### config.mk
export PLATFORM = sky130hd
export DESIGN_NAME = mips_fetch
export DESIGN_NICKNAME = d
export VERILOG_FILES = /design/src/rtl/mips_fetch.sv
export SDC_FILE = /design/constraint.sdc
export NUM_CORES = 1
export LEC_CHECK = 0
export BUFFER_PORTS_ARGS = -buffer_cell sky130_fd_sc_hd__buf_2
export CORE_MARGIN = 10
export CORE_UTILIZATION = 45
export DETAILED_ROUTE_END_ITERATION = 8
export PLACE_DENSITY = 0.67
export SKIP_CTS_REPAIR_TIMING = 1
export SLEW_MARGIN = 20
export SYNTH_ARGS = -nofsm -noshare
export SYNTH_HDL_FRONTEND = slang
export SYNTH_SLANG_ARGS = --single-unit
### constraint.sdc
create_clock -name clk -period 3.7 [get_ports clk]
set_input_delay 0.185 -clock clk [delete_from_list [all_inputs] [get_ports clk]]
set_output_delay 0.185 -clock clk [all_outputs]
set_load 0.1 [all_outputs]
### src/rtl/mips_fetch.sv
// Instruction fetch stage: PC, credit-limited imem request channel, in-order
// response FIFO and valid/ready delivery to decode, with redirect flush and halt.
module mips_fetch #(
    parameter logic [31:0] RESET_PC = 32'h0040_0000,
    parameter int          DEPTH    = 2
) (
    input  logic        clk,
    input  logic        rst_b,
    output logic        imem_req_valid,
    input  logic        imem_req_ready,
    output logic [31:0] imem_req_addr,
    input  logic        imem_resp_valid,
    input  logic [31:0] imem_resp_data,
    input  logic        redirect_valid,
    input  logic [31:0] redirect_pc,
    input  logic        halt,
    output logic        fet_valid,
    input  logic        fet_ready,
    output logic [31:0] fet_inst,
    output logic [31:0] fet_pc,
    output logic [5:0]  dcd_op,
    output logic [5:0]  dcd_funct2,
    output logic        fet_halted
);
    localparam int CW = $clog2(DEPTH) + 1;
    localparam int PW = $clog2(DEPTH);
    localparam logic [CW-1:0] DEPTH_C = CW'(DEPTH);

    typedef enum logic [0:0] {RUN = 1'b0, HALTED = 1'b1} state_t;

    state_t         state_r, state_s;
    logic [31:0]    pc_r, pc_s;
    logic [31:0]    tag_r, tag_s;
    logic [CW-1:0]  inflight_r, inflight_s;
    logic [CW-1:0]  occ_r, occ_s;
    logic [CW-1:0]  drop_r, drop_s;
    logic [PW-1:0]  wr_ptr_r, wr_ptr_s;
    logic [PW-1:0]  rd_ptr_r, rd_ptr_s;
    logic           req_valid_r, req_valid_s;
    logic           halted_r, halted_s;
    logic [63:0]    fifo_r [DEPTH];

    logic accept_s, resp_s, drop_hit_s, enq_s, deq_s, redir_s;

    // Next-state logic: FSM, credit counters, PC/tag and FIFO pointers
    always_comb begin
        accept_s   = req_valid_r && imem_req_ready;
        // a response with nothing outstanding cannot be ours; ignore it
        resp_s     = imem_resp_valid && (inflight_r != {CW{1'b0}});
        deq_s      = fet_valid && fet_ready;
        redir_s    = (state_r == RUN) && redirect_valid && !halt;
        drop_hit_s = resp_s && (drop_r != {CW{1'b0}});
        enq_s      = resp_s && !drop_hit_s && !redir_s;
        state_s    = state_r;
        inflight_s = inflight_r + CW'(accept_s) - CW'(resp_s);

        case (state_r)
            RUN: begin
                if (halt) begin
                    state_s = HALTED;
                end else begin
                    state_s = RUN;
                end
            end
            HALTED:  state_s = HALTED;
            default: state_s = RUN;
        endcase

        if (redir_s) begin
            // everything requested so far, including this cycle's accept, is stale
            pc_s     = {redirect_pc[31:2], 2'b00};
            tag_s    = {redirect_pc[31:2], 2'b00};
            drop_s   = inflight_s;
            occ_s    = {CW{1'b0}};
            wr_ptr_s = {PW{1'b0}};
            rd_ptr_s = {PW{1'b0}};
        end else begin
            pc_s     = accept_s ? pc_r + 32'd4 : pc_r;
            tag_s    = enq_s ? tag_r + 32'd4 : tag_r;
            drop_s   = drop_r - CW'(drop_hit_s);
            occ_s    = occ_r + CW'(enq_s) - CW'(deq_s);
            wr_ptr_s = wr_ptr_r + PW'(enq_s);
            rd_ptr_s = rd_ptr_r + PW'(deq_s);
        end

        req_valid_s = (state_s == RUN) &&
                      (({1'b0, inflight_s} + {1'b0, occ_s}) < {1'b0, DEPTH_C});
        halted_s    = (state_s == HALTED) && (inflight_s == {CW{1'b0}}) &&
                      (occ_s == {CW{1'b0}});
    end

    // State and counter registers
    always_ff @(posedge clk or negedge rst_b) begin
        if (!rst_b) begin
            state_r     <= RUN;
            pc_r        <= RESET_PC;
            tag_r       <= RESET_PC;
            inflight_r  <= {CW{1'b0}};
            occ_r       <= {CW{1'b0}};
            drop_r      <= {CW{1'b0}};
            wr_ptr_r    <= {PW{1'b0}};
            rd_ptr_r    <= {PW{1'b0}};
            req_valid_r <= 1'b0;
            halted_r    <= 1'b0;
        end else begin
            state_r     <= state_s;
            pc_r        <= pc_s;
            tag_r       <= tag_s;
            inflight_r  <= inflight_s;
            occ_r       <= occ_s;
            drop_r      <= drop_s;
            wr_ptr_r    <= wr_ptr_s;
            rd_ptr_r    <= rd_ptr_s;
            req_valid_r <= req_valid_s;
            halted_r    <= halted_s;
        end
    end

    // FIFO storage of {instruction, pc}
    always_ff @(posedge clk or negedge rst_b) begin
        if (!rst_b) begin
            for (int i = 0; i < DEPTH; i++) begin
                fifo_r[i] <= 64'd0;
            end
        end else if (enq_s) begin
            fifo_r[wr_ptr_r] <= {imem_resp_data, tag_r};
        end
    end

    assign imem_req_valid = req_valid_r;
    assign imem_req_addr  = pc_r;
    assign fet_valid      = (occ_r != {CW{1'b0}});
    assign fet_inst       = fifo_r[rd_ptr_r][63:32];
    assign fet_pc         = fifo_r[rd_ptr_r][31:0];
    assign dcd_op         = fet_inst[31:26];
    assign dcd_funct2     = fet_inst[5:0];
    assign fet_halted     = halted_r;
endmodule

# [Word level (Yosys, flattened, before mapping)]
# Cells that the tools add are included.
[totals] register_bits=203 output_inout_bits=111
[classes] n_reduce_logical=22 addsub=10 n_bitwise=4 magnitude_cmp=4 mux=16
[ops] operator="2-to-1 mux 64 bit" count=4
[ops] operator="bitwise mux 128 bit" count=1
[ops] operator="2-to-1 mux 32 bit" count=4
[ops] operator="adder 32 x 3 -> 32 bit, second input constant" count=2
[ops] operator="demux 64 bit (select 1 bit)" count=1
[ops] operator="logical AND 1 bit" count=12
[ops] operator="nonzero test 2 bit" count=5
[ops] operator="subtractor 2 x 1 -> 2 bit" count=3
[ops] operator="adder 2 x 1 -> 2 bit" count=2
[ops] operator="greater-or-equal comparator 2 bit, second input constant" count=2
[ops] operator="zero test 2 bit" count=2
[ops] operator="2-to-1 mux 2 bit" count=2
[ops] operator="inverter 1 -> 2 bit" count=2
[ops] operator="adder 2 x 2 -> 3 bit" count=1
[ops] operator="zero test 1 bit" count=3
[ops] operator="less-than comparator 3 x 2 -> 1 bit, second input constant" count=1
[ops] operator="2-to-1 mux 1 bit" count=3
[ops] operator="adder 1 bit" count=2
[ops] operator="less-than comparator 2 x 1 -> 1 bit, second input constant" count=1
[ops] operator="inverter 1 bit" count=2
[ops] operator="case mux 1 bit (2 select lines)" count=1

# [Logic depth before layout (Yosys ltp)]
# Gate-level depths: netlist (run 1).
[logic_depth] depth_word=12 depth_mapped=13 depth_no_buf=11

# [Worst setup path before layout (run 1)]
# OpenSTA, ideal clock, no wires.
[synth_timing] path_kind="register to register" start="register occ_r[1]" end="register req_valid_r (netlist: imem_req_valid)" arrival_time_ps=2701 synth_period_minus_slack_ps=2787 path_slack_ps=913 n_path_buf=0 setup_ps=86 path_stages_with_launch=11 path_cell_list="dfrtp_1 or2_2 and2_1 ha_1 inv_1 ha_1 xor2_1 xnor2_1 nor2_1 fa_1 nor3_1"
[synth_via] elab_chain_len=7 elab_cells_between_ends=8 cone_classes="add/sub (3); order compare (1); mux (1); reduce/logical (3)"
[synth_lines] item="from (decl)" line="35" source="logic [CW-1:0] occ_r, occ_s;"
[synth_lines] item="from (signal assigned)" line="99" source="occ_r <= {CW{1'b0}};"
[synth_lines] item="from (signal assigned)" line="110" source="occ_r <= occ_s;"
[synth_lines] item="nonzero test 2 bit" line="132" source="assign fet_valid = (occ_r != {CW{1'b0}});"
[synth_lines] item="net fet_valid" line="17" source="output logic fet_valid,"
[synth_lines] item="logical AND 1 bit" line="50" source="deq_s = fet_valid && fet_ready;"
[synth_lines] item="subtractor 2 x 1 -> 2 bit" line="81" source="occ_s = occ_r + CW'(enq_s) - CW'(deq_s);"
[synth_lines] item="2-to-1 mux 2 bit" line="69" source="if (redir_s) begin"
[synth_lines] item="net occ_s[1]" line="35"
[synth_lines] item="adder 2 x 2 -> 3 bit" line="87" source="(({1'b0, inflight_s} + {1'b0, occ_s}) < {1'b0, DEPTH_C});"
[synth_lines] item="less-than comparator 3 x 2 -> 1 bit" line="87"
[synth_lines] item="logical AND 1 bit" line="86" source="req_valid_s = (state_s == RUN) &&"
[synth_lines] item="net req_valid_s" line="39" source="logic req_valid_r, req_valid_s;"
[synth_lines] item="to (signal assigned)" line="114" source="req_valid_r <= req_valid_s;"
[synth_lines] item="to (decl)" line="39"
# The timed path passes the listed nets, and every way through them passes these cells.
# A chain may end at the register's enable or synchronous reset.

# [Worst setup path in the final report (run 1)]
[layout_timing] start="register inflight_r[1]" end="register req_valid_r (netlist: imem_req_valid)"
[layout_via] elab_chain_len=12 elab_cells_between_ends=14 cone_classes="add/sub (5); order compare (1); mux (1); reduce/logical (7)"
[layout_lines] item="from (decl)" line="34" source="logic [CW-1:0] inflight_r, inflight_s;"
[layout_lines] item="from (signal assigned)" line="98" source="inflight_r <= {CW{1'b0}};"
[layout_lines] item="from (signal assigned)" line="109" source="inflight_r <= inflight_s;"
[layout_lines] item="nonzero test 2 bit *" line="49" source="resp_s = imem_resp_valid && (inflight_r != {CW{1'b0}});"
[layout_lines] item="logical AND 1 bit *" line="49"
[layout_lines] item="logical AND 1 bit" line="52" source="drop_hit_s = resp_s && (drop_r != {CW{1'b0}});"
[layout_lines] item="zero test 1 bit" line="53" source="enq_s = resp_s && !drop_hit_s && !redir_s;"
[layout_lines] item="logical AND 1 bit * (2 in a row)" line="53"
[layout_lines] item="adder 2 x 1 -> 2 bit *" line="81"
[layout_lines] item="subtractor 2 x 1 -> 2 bit *" line="81"
[layout_lines] item="2-to-1 mux 2 bit *" line="69"
[layout_lines] item="net occ_s[1]" line="35"
[layout_lines] item="adder 2 x 2 -> 3 bit *" line="87"
[layout_lines] item="less-than comparator 3 x 2 -> 1 bit *" line="87"
[layout_lines] item="logical AND 1 bit *" line="86"
[layout_lines] item="net req_valid_s" line="39"
# The timed path passes the listed nets; every way through them passes the cells marked *.

==> tab_implementation.tex, run 1 <==
\begin{tabular}{lr}
\hline
Metric & Value \\
\hline
\multicolumn{2}{l}{\textbf{Status}} \\
Outcome & finished, final reports clean \\
\multicolumn{2}{l}{\textbf{Final layout}} \\
Area occupied by multi-input gates & 0.00400 sq mm \\
NumNets Final & 995 \\
Flip-flop and latch area & 0.00488 sq mm \\
P\&R area growth vs syn & 21.3\% \\
Filler Cells Inserted & 1774 \\
Utilization after layout & 55.3\% \\
Share of layout cells above drive strength 1 & 45.2\% \\
\multicolumn{2}{l}{\textbf{Worst setup path}} \\
Required time of the critical path & 4030 ps \\
Maximum fanout along the worst path & 5 \\
Worst setup path start & inflight\_r[1] \\
CP Data Arrival Time & 3290 ps \\
Internal reg-to-reg setup slack & 740 ps \\
Number of cells traversed by the worst register-to-register path & 11 \\
Critical path launch point type & flop \\
R2R Path End & imem\_req\_valid \\
Reg-to-reg critical path startpoint & inflight\_r[1] \\
Critical path's top delay family & simple AND/OR/NAND/NOR gates \\
Type of element capturing the critical path & flop \\
Max stage delay on crit path & 490 ps \\
Sum of buffers and inverters on the critical path & 1 \\
Worst-path cell chain & o21ai\_0, nor3\_1, nand2\_1, ha\_1, inv\_1, ha\_1, xor2\_1, xnor2\_1, nor2\_1, fa\_1, nor3\_1 \\
Worst Setup Path Type & reg2reg \\
Standard cell with the maximum stage delay on the critical path & sky130\_fd\_sc\_hd\_\_nor3\_1 \\
\multicolumn{2}{l}{\textbf{Place}} \\
Final GP Congestion & 0.767 \\
Buffers on Ports & 175 \\
Detailed Place HPWL & 15100 um \\
\multicolumn{2}{l}{\textbf{Yosys}} \\
Mean area per synthesized cell & 12.4 sq um \\
Most area-consuming cells after synthesis & sky130\_fd\_sc\_hd\_\_dfrtp\_1 (53\%), sky130\_fd\_sc\_hd\_\_mux2\_2 (23\%), sky130\_fd\_sc\_hd\_\_a21oi\_1 (3.2\%), sky130\_fd\_sc\_hd\_\_xor2\_1 (3.0\%), sky130\_fd\_sc\_hd\_\_xnor2\_1 (2.9\%) \\
Number of warnings issued by yosys & 0 \\
Yosys top cell by area & sky130\_fd\_sc\_hd\_\_dfrtp\_1 \\
Summed instance area of the synthesized netlist & 0.00920 sq mm \\
Number of enable flip-flop cells after synthesis & 0 \\
Most used flip-flop cell after synthesis & sky130\_fd\_sc\_hd\_\_dfrtp\_1 \\
Cell count after synthesis & 743 \\
Fraction of synthesis flops using an asynchronous set or reset pin & 100\% \\
Total of flip-flops plus latches after synthesis & 195 \\
Most common cell in the synthesized netlist & sky130\_fd\_sc\_hd\_\_dfrtp\_1 \\
Share of synthesized area occupied by flip-flops and latches & 53.1\% \\
Commonest cells in the synthesized netlist & sky130\_fd\_sc\_hd\_\_dfrtp\_1 (193), sky130\_fd\_sc\_hd\_\_mux2\_2 (186), sky130\_fd\_sc\_hd\_\_a21oi\_1 (58), sky130\_fd\_sc\_hd\_\_nor2\_1 (40), sky130\_fd\_sc\_hd\_\_xor2\_1 (32) \\
Top cell type's share of synthesized area & 52.5\% \\
Number of distinct library cell variants in the gate-level netlist after synthesis & 41 \\
\multicolumn{2}{l}{\textbf{Flow run}} \\
Max-capacitance violation count & 0 \\
\multicolumn{2}{l}{\textbf{Min path}} \\
Hold Crit Endpoint & fifo\_r[50] \\
Count of cells along the worst hold path & 2 \\
Classification of the worst-slack hold path & in2reg \\
HP Start & imem\_resp\_data[18] \\
\multicolumn{2}{l}{\textbf{Detailed routing}} \\
DRC violations left & 0 \\
Average wire per standard cell & 17.8 um \\
Count of antenna-violating nets left after detailed routing & 0 \\
Initial DRT Pass Iterations & 4 \\
DR vias/cell & 5.21 \\
Number of vias in the routed layout & 6238 \\
Post-detailed-routing wire length & 21400 um \\
Iteration-0 DRC count of the detailed router & 310 \\
\multicolumn{2}{l}{\textbf{STA}} \\
Clock period minus final worst setup slack & 2960 ps \\
Share of the clock period used by the worst path & 79.9\% \\
Clock Skew & 12.2 ps \\
Slew at the pin closest to its max-slew limit & 896 ps \\
Fmax & 338 MHz \\
Final setup fails & 0 \\
Sum of negative setup slack & 0 ps \\
Final max-slew violation count & 0 \\
Normalized max-slew margin & 40.3\% \\
Setup repair after global routing missed its margin & no \\
Count of endpoints failing hold in the final timing report & 0 \\
Hold\_ws & 3.29 ps \\
\multicolumn{2}{l}{\textbf{Clock network}} \\
CTS root buffer & sky130\_fd\_sc\_hd\_\_clkbuf\_16 \\
Clock tree from TritonCTS & built \\
Clock transition at path regs & 70 ps \\
Level count of the clock H-tree & 4 \\
Insertion delay to the later sink of the worst-skew pair & 430 ps \\
Count of clock tree sinks & 195 \\
CTS buffer count & 17 \\
Maximum count of clock buffers along a single path & 2 \\
\multicolumn{2}{l}{\textbf{Global route}} \\
Global-route total usage across every layer & 16.1\% \\
Number of global-route vias before repair & 6550 \\
Remaining global-route overflow & 0 \\
Initial antenna violation count & 1 \\
Maximum number of pins on one net before global-route repair & 109 \\
Wire length of the first global-routing pass & 34700 um \\
\multicolumn{2}{l}{\textbf{Die}} \\
Height of the die & 163 um \\
Overall die width & 163 um \\
\# rows & 52 \\
Die area & 0.0266 sq mm \\
Count of boundary I/O pins & 182 \\
Core footprint & 0.0202 sq mm \\
Effective utilization at floorplan & 45.6\% \\
\hline
\end{tabular}
==> routing by layer <==
metal / global-route usage (%) / share of wire, % / routed length, um / vias up
met5: 0 / 0 / 0 / -
met4: 4.63 / 1.3 / 272 / 0
met3: 4.17 / 5.2 / 1120 / 16
met2: 26.8 / 50 / 10600 / 149
met1: 20.4 / 44 / 9370 / 3129
li1: - / - / - / 2944
==> state kept, by name, summed over array words and instances, names as in the netlist <==
name            flops
drop_r              2
occ_r               2
rd_ptr_r            1
inflight_r          2
tag_r              30
fet_halted          1
imem_req_addr      30
wr_ptr_r            1
fifo_r            124
imem_req_valid      1
state_r             1
==> how the worst max path moves through the flow <==
| stage | to | slack [ps] | cells past startpoint |
|---|---|---|---|
| floorplan | imem_req_valid | 910 | 10 |
| global placement | imem_req_valid | 810 | 11 |
| detailed placement | imem_req_valid | 710 | 11 |
| CTS | imem_req_valid | 720 | 11 |
| global route | imem_req_valid | 490 | 11 |
| finish | imem_req_valid | 740 | 11 |
==> logic make-up after synthesis <==
| group | synth area share (%) |
|---|---|
| DFF | 53.1 |
| muxes | 23.0 |
| and+or+nand+nor | 9.35 |
| buffers and inverters | 3.59 |
| AOI/OAI and AO/OA | 3.58 |
| xor gates and xnor gates | 5.91 |
| adders and majority gates | 1.44 |
| other | 0.0408 |
==> per-stage QoR <==
stage                     cell area (sq um)  setup slack [ps]  instances
after floorplan                        9210               913        746
after global placement                10300               809       1149
after detailed placement              10300               706       1149
after CTS                             11000               719       1181
after global routing                  11100               485       1197
final                                 11200               742       1198
==> final cells by class <==
class                   count  share of cell area, %
flip-flops and latches    195                   43.8
multi-input cells         483                   35.9
repair buffers            204                   10.8
clock buffers              20                   4.01
well taps                 270                   3.03
clock inverters            12                   2.03
inverters                  13                  0.438
diodes                      1                 0.0224
==> cell usage in the layout (no fill, tap or decap), types with 2 or more instances in the layout <==
cell | netlist | routed
sky130_fd_sc_hd__dfrtp_1 | 193 | 192
sky130_fd_sc_hd__mux2_2 | 186 | 186
sky130_fd_sc_hd__buf_2 | 6 | 174
sky130_fd_sc_hd__a21oi_1 | 58 | 58
sky130_fd_sc_hd__nor2_1 | 40 | 40
sky130_fd_sc_hd__xor2_1 | 32 | 32
sky130_fd_sc_hd__xnor2_1 | 30 | 30
sky130_fd_sc_hd__nand3_1 | 21 | 21
sky130_fd_sc_hd__nand4_1 | 19 | 19
sky130_fd_sc_hd__nand2_1 | 18 | 17
sky130_fd_sc_hd__clkbuf_16 | 0 | 17
sky130_fd_sc_hd__dlygate4sd3_1 | 0 | 16
sky130_fd_sc_hd__and3_1 | 14 | 14
sky130_fd_sc_hd__inv_1 | 12 | 12
sky130_fd_sc_hd__nor3_1 | 11 | 11
sky130_fd_sc_hd__buf_4 | 16 | 8
sky130_fd_sc_hd__ha_1 | 9 | 7
sky130_fd_sc_hd__and4_1 | 6 | 6
sky130_fd_sc_hd__nor4_1 | 6 | 6
sky130_fd_sc_hd__and2_1 | 6 | 6
sky130_fd_sc_hd__bufinv_16 | 0 | 6
sky130_fd_sc_hd__buf_12 | 0 | 5
sky130_fd_sc_hd__o21ai_0 | 4 | 4
sky130_fd_sc_hd__conb_1 | 1 | 4
sky130_fd_sc_hd__nor4_4 | 2 | 2
sky130_fd_sc_hd__mux2i_1 | 2 | 2
sky130_fd_sc_hd__nor4_2 | 2 | 2
sky130_fd_sc_hd__ha_2 | 0 | 2
sky130_fd_sc_hd__clkinv_2 | 0 | 2
sky130_fd_sc_hd__clkbuf_8 | 0 | 2
sky130_fd_sc_hd__clkbuf_1 | 30 | 2
sky130_fd_sc_hd__dfstp_2 | 2 | 2
Power of run 1 is not shown: default switching activity piles up to over one toggle a cycle in this logic, so the estimate is an artifact.
==> run 2: changes to the inputs <==
- ABC_AREA: not set -> 1
- PLACE_DENSITY: 0.67 -> 0.66
- clock period: 3.7 -> 2.9 ns (I/O delays scaled with it)
==> tab_implementation.tex, run 2 <==
\begin{tabular}{lr}
\hline
Metric & Value \\
\hline
\multicolumn{2}{l}{\textbf{Yosys}} \\
Most area-consuming cells after synthesis & sky130\_fd\_sc\_hd\_\_dfrtp\_1 (47\%), sky130\_fd\_sc\_hd\_\_nand2\_1 (13\%), sky130\_fd\_sc\_hd\_\_o21ai\_0 (6.9\%), sky130\_fd\_sc\_hd\_\_inv\_1 (5.5\%), sky130\_fd\_sc\_hd\_\_nor2\_1 (5.0\%) \\
Number of distinct library cell variants in the gate-level netlist after synthesis & 39 (-4.9\%) \\
Most used flip-flop cell after synthesis & sky130\_fd\_sc\_hd\_\_dfrtp\_1 \\
Number of warnings issued by yosys & 0 (unchanged) \\
Number of enable flip-flop cells after synthesis & 0 (unchanged) \\
Share of synthesized area occupied by flip-flops and latches & 47.4\% (-5.7 points) \\
Yosys top cell by area & sky130\_fd\_sc\_hd\_\_dfrtp\_1 \\
Fraction of synthesis flops using an asynchronous set or reset pin & 100\% (unchanged) \\
Total of flip-flops plus latches after synthesis & 195 (unchanged) \\
Mean area per synthesized cell & 7.75 sq um (-37\%) \\
Summed instance area of the synthesized netlist & 0.0103 sq mm (+12\%) \\
Most common cell in the synthesized netlist & sky130\_fd\_sc\_hd\_\_nand2\_1 \\
Top cell type's share of synthesized area & 46.9\% (-5.7 points) \\
Cell count after synthesis & 1331 (+79\%) \\
Commonest cells in the synthesized netlist & sky130\_fd\_sc\_hd\_\_nand2\_1 (347), sky130\_fd\_sc\_hd\_\_dfrtp\_1 (193), sky130\_fd\_sc\_hd\_\_inv\_1 (151), sky130\_fd\_sc\_hd\_\_o21ai\_0 (142), sky130\_fd\_sc\_hd\_\_nor2\_1 (136) \\
\multicolumn{2}{l}{\textbf{Power}} \\
Reported leakage power & 5.87 nW \\
Pwr per Cell Area & 435 mW/mm\^{}2 \\
Peak supply drop & 0.000327 V \\
Tot Pwr & 5.39 mW \\
\multicolumn{2}{l}{\textbf{STA}} \\
Final max-slew violation count & 0 (unchanged) \\
Count of endpoints failing hold in the final timing report & 1 (+1) \\
Setup repair after global routing missed its margin & no \\
Clock Skew & 17.1 ps (+4.85 ps) \\
Hold\_ws & -28.0 ps (-31.3 ps) \\
Normalized max-slew margin & 57.3\% (+17 points) \\
Least setup slack across all paths after layout & 295 ps (-447 ps) \\
Share of the clock period used by the worst path & 89.8\% (+9.9 points) \\
Fmax & 384 MHz (+14\%) \\
Clock period minus final worst setup slack & 2610 ps (-353 ps) \\
Sum of negative setup slack & 0 ps (unchanged) \\
Final setup fails & 0 (unchanged) \\
Slew at the pin closest to its max-slew limit & 640 ps (-255 ps) \\
\multicolumn{2}{l}{\textbf{Min path}} \\
Classification of the worst-slack hold path & in2reg \\
\multicolumn{2}{l}{\textbf{Clock network}} \\
Clock tree from TritonCTS & built \\
CTS root buffer & sky130\_fd\_sc\_hd\_\_clkbuf\_16 \\
Maximum count of clock buffers along a single path & 2 (unchanged) \\
Insertion delay to the later sink of the worst-skew pair & 440 ps (about the same) \\
Level count of the clock H-tree & 4 (unchanged) \\
CTS buffer count & 17 (unchanged) \\
Count of clock tree sinks & 195 (unchanged) \\
Clock transition at path regs & 80 ps (about the same) \\
\multicolumn{2}{l}{\textbf{Final layout}} \\
Filler Cells Inserted & 2148 (+21\%) \\
Utilization after layout & 54.9\% (-0.39 points) \\
Largest Register & fifo\_r \\
P\&R area growth vs syn & 20.2\% \\
NumNets Final & 1586 (+59\%) \\
Antenna diode instance count & 0 (-1) \\
Most common library cell in the layout ignoring fill and taps & sky130\_fd\_sc\_hd\_\_nand2\_1 \\
Commonest cells after routing, fill and taps aside & sky130\_fd\_sc\_hd\_\_nand2\_1 (347), sky130\_fd\_sc\_hd\_\_dfrtp\_1 (192), sky130\_fd\_sc\_hd\_\_buf\_2 (174), sky130\_fd\_sc\_hd\_\_inv\_1 (150), sky130\_fd\_sc\_hd\_\_nor2\_1 (135) \\
Max FFs per register & 124 (unchanged) \\
Share of layout cells above drive strength 1 & 19.6\% (-26 points) \\
\multicolumn{2}{l}{\textbf{Flow run}} \\
Max-capacitance violation count & 0 (unchanged) \\
\multicolumn{2}{l}{\textbf{Die}} \\
Height of the die & 171 um (+5.2\%) \\
Effective utilization at floorplan & 45.7\% (+0.081 points) \\
\# rows & 55 (+5.8\%) \\
Overall die width & 171 um (+5.2\%) \\
Count of boundary I/O pins & 182 (unchanged) \\
Core footprint & 0.0226 sq mm (+12\%) \\
Die area & 0.0294 sq mm (+11\%) \\
\multicolumn{2}{l}{\textbf{Detailed routing}} \\
Count of antenna-violating nets left after detailed routing & 0 (unchanged) \\
Number of vias in the routed layout & 9093 (+46\%) \\
DR vias/cell & 5.04 (-3.1\%) \\
Average wire per standard cell & 15.5 um (-13\%) \\
Post-detailed-routing wire length & 27900 um (+30\%) \\
Initial DRT Pass Iterations & 6 (+2) \\
DRC violations left & 0 (unchanged) \\
Iteration-0 DRC count of the detailed router & 809 (+160\%) \\
\multicolumn{2}{l}{\textbf{Status}} \\
Outcome & complete, but fails checks \\
Violations in the final reports & hold timing \\
\multicolumn{2}{l}{\textbf{Place}} \\
Final GP Congestion & 0.905 (+18\%) \\
Buffers on Ports & 175 (unchanged) \\
Detailed Place HPWL & 20000 um (+33\%) \\
Worst slack at placement & 189 ps (-517 ps) \\
\multicolumn{2}{l}{\textbf{Worst setup path}} \\
Critical path launch point type & flop \\
Worst Setup Path Type & reg2reg \\
CP Data Arrival Time & 2960 ps (-330 ps) \\
Max stage delay on crit path & 460 ps (-30 ps) \\
Standard cell with the maximum stage delay on the critical path & sky130\_fd\_sc\_hd\_\_fa\_1 \\
Critical path's most frequent cell & sky130\_fd\_sc\_hd\_\_inv\_1 \\
Type of element capturing the critical path & flop \\
Required time of the critical path & 3260 ps (-770 ps) \\
Worst-path cell chain & o21ai\_1, inv\_1, nand3\_2, inv\_2, nand2\_1, ha\_1, inv\_1, ha\_1, inv\_1, nor3\_1, fa\_1, nor3\_1 \\
Maximum fanout along the worst path & 7 (+2) \\
\multicolumn{2}{l}{\textbf{Global route}} \\
Initial antenna violation count & 0 (-1) \\
Wire length of the first global-routing pass & 44800 um (+29\%) \\
Number of global-route vias before repair & 8697 (+33\%) \\
Remaining global-route overflow & 0 (unchanged) \\
Global-route total usage across every layer & 18.7\% (+2.6 points) \\
Maximum number of pins on one net before global-route repair & 75 (-31\%) \\
\hline
\end{tabular}
run 2: changes by cell type in the layout (fill, tap and decap cells not counted), sizes merged, moves of 16 or more:
cell	previous run	this run
mux2	186	38
xnor2	30	6
nand3	21	78
inv	15	159
o21ai	5	143
a21oi	58	74
dlygate4sd3	16	34
xor2	32	5
nand2	18	354
nor2	40	153
run 2: final timing paths:
kind,startpoint,endpoint,slack (ps),cells after the start
setup / recovery,inflight_r[1],imem_req_valid,290,12
hold / removal,redirect_pc[12],tag_r[12],-30,3
setup reg to reg,inflight_r[1],imem_req_valid,290,12
hold reg to reg,fifo_r[46],fifo_r[46],510,1
max in group asynchronous,rst_b,imem_req_addr[22],1710,3
min in group asynchronous,rst_b,fifo_r[122],300,2
run 2: metrics by stage:
stage	std cells	cell area [sq um]
finish	1803	12400
global route	1803	12400
CTS	1769	12100
detailed placement	1737	11400
global placement	1737	11400
floorplan	1334	10300
run 2: critical path: cells and delay by family (launching register included):
family	cells	cell delay (ps)
DFF	1	360
and+or+nand+nor	4	710
adders and majority gates	3	1010
buffers and inverters	4	350
AOI/OAI and AO/OA	1	90
run 2: area by class of cell:
class	count	area, sq um	share of cell area (%)
clock buffer	19	443	3.57
clock inverter	13	174	1.40
inverter	154	578	4.66
multi-input combinational	911	4510	36.4
sequential	195	4890	39.4
tap	285	357	2.88
timing repair buffer	226	1440	11.6
run 2: report_power, final:
part | switching [mW] | total [mW] | internal, mW
Clock | 1.09 | 2.49 | 1.40
Combinational | 0.110 | 0.179 | 0.0686
Sequential | 0 | 2.72 | 2.72
run 2: cells by family (layout without fill, tap and decap cells):
| logic type | count (synthesis) | after routing | share of synthesized area (%) |
|---|---|---|---|
| buffers and inverters | 228 | 412 | 9.27 |
| muxes | 38 | 38 | 4.15 |
| and+or+nand+nor | 604 | 604 | 24.5 |
| DFF | 195 | 195 | 47.4 |
| AOI/OAI and AO/OA | 244 | 244 | 12.4 |
| other | 1 | 4 | 0.0364 |
| xor gates and xnor gates | 11 | 11 | 0.935 |
| adders and majority gates | 10 | 10 | 1.29 |
run 2: routing by layer:
metal | part of all wire [%] | GRT usage (%) | wire [um]
met1 | 48 | 26.3 | 13500
met2 | 44 | 28.4 | 12200
met3 | 6.5 | 3.87 | 1800
met5 | 0 | 0 | 0
met4 | 1.5 | 5.75 | 410
(Power assumes the default switching activity.)
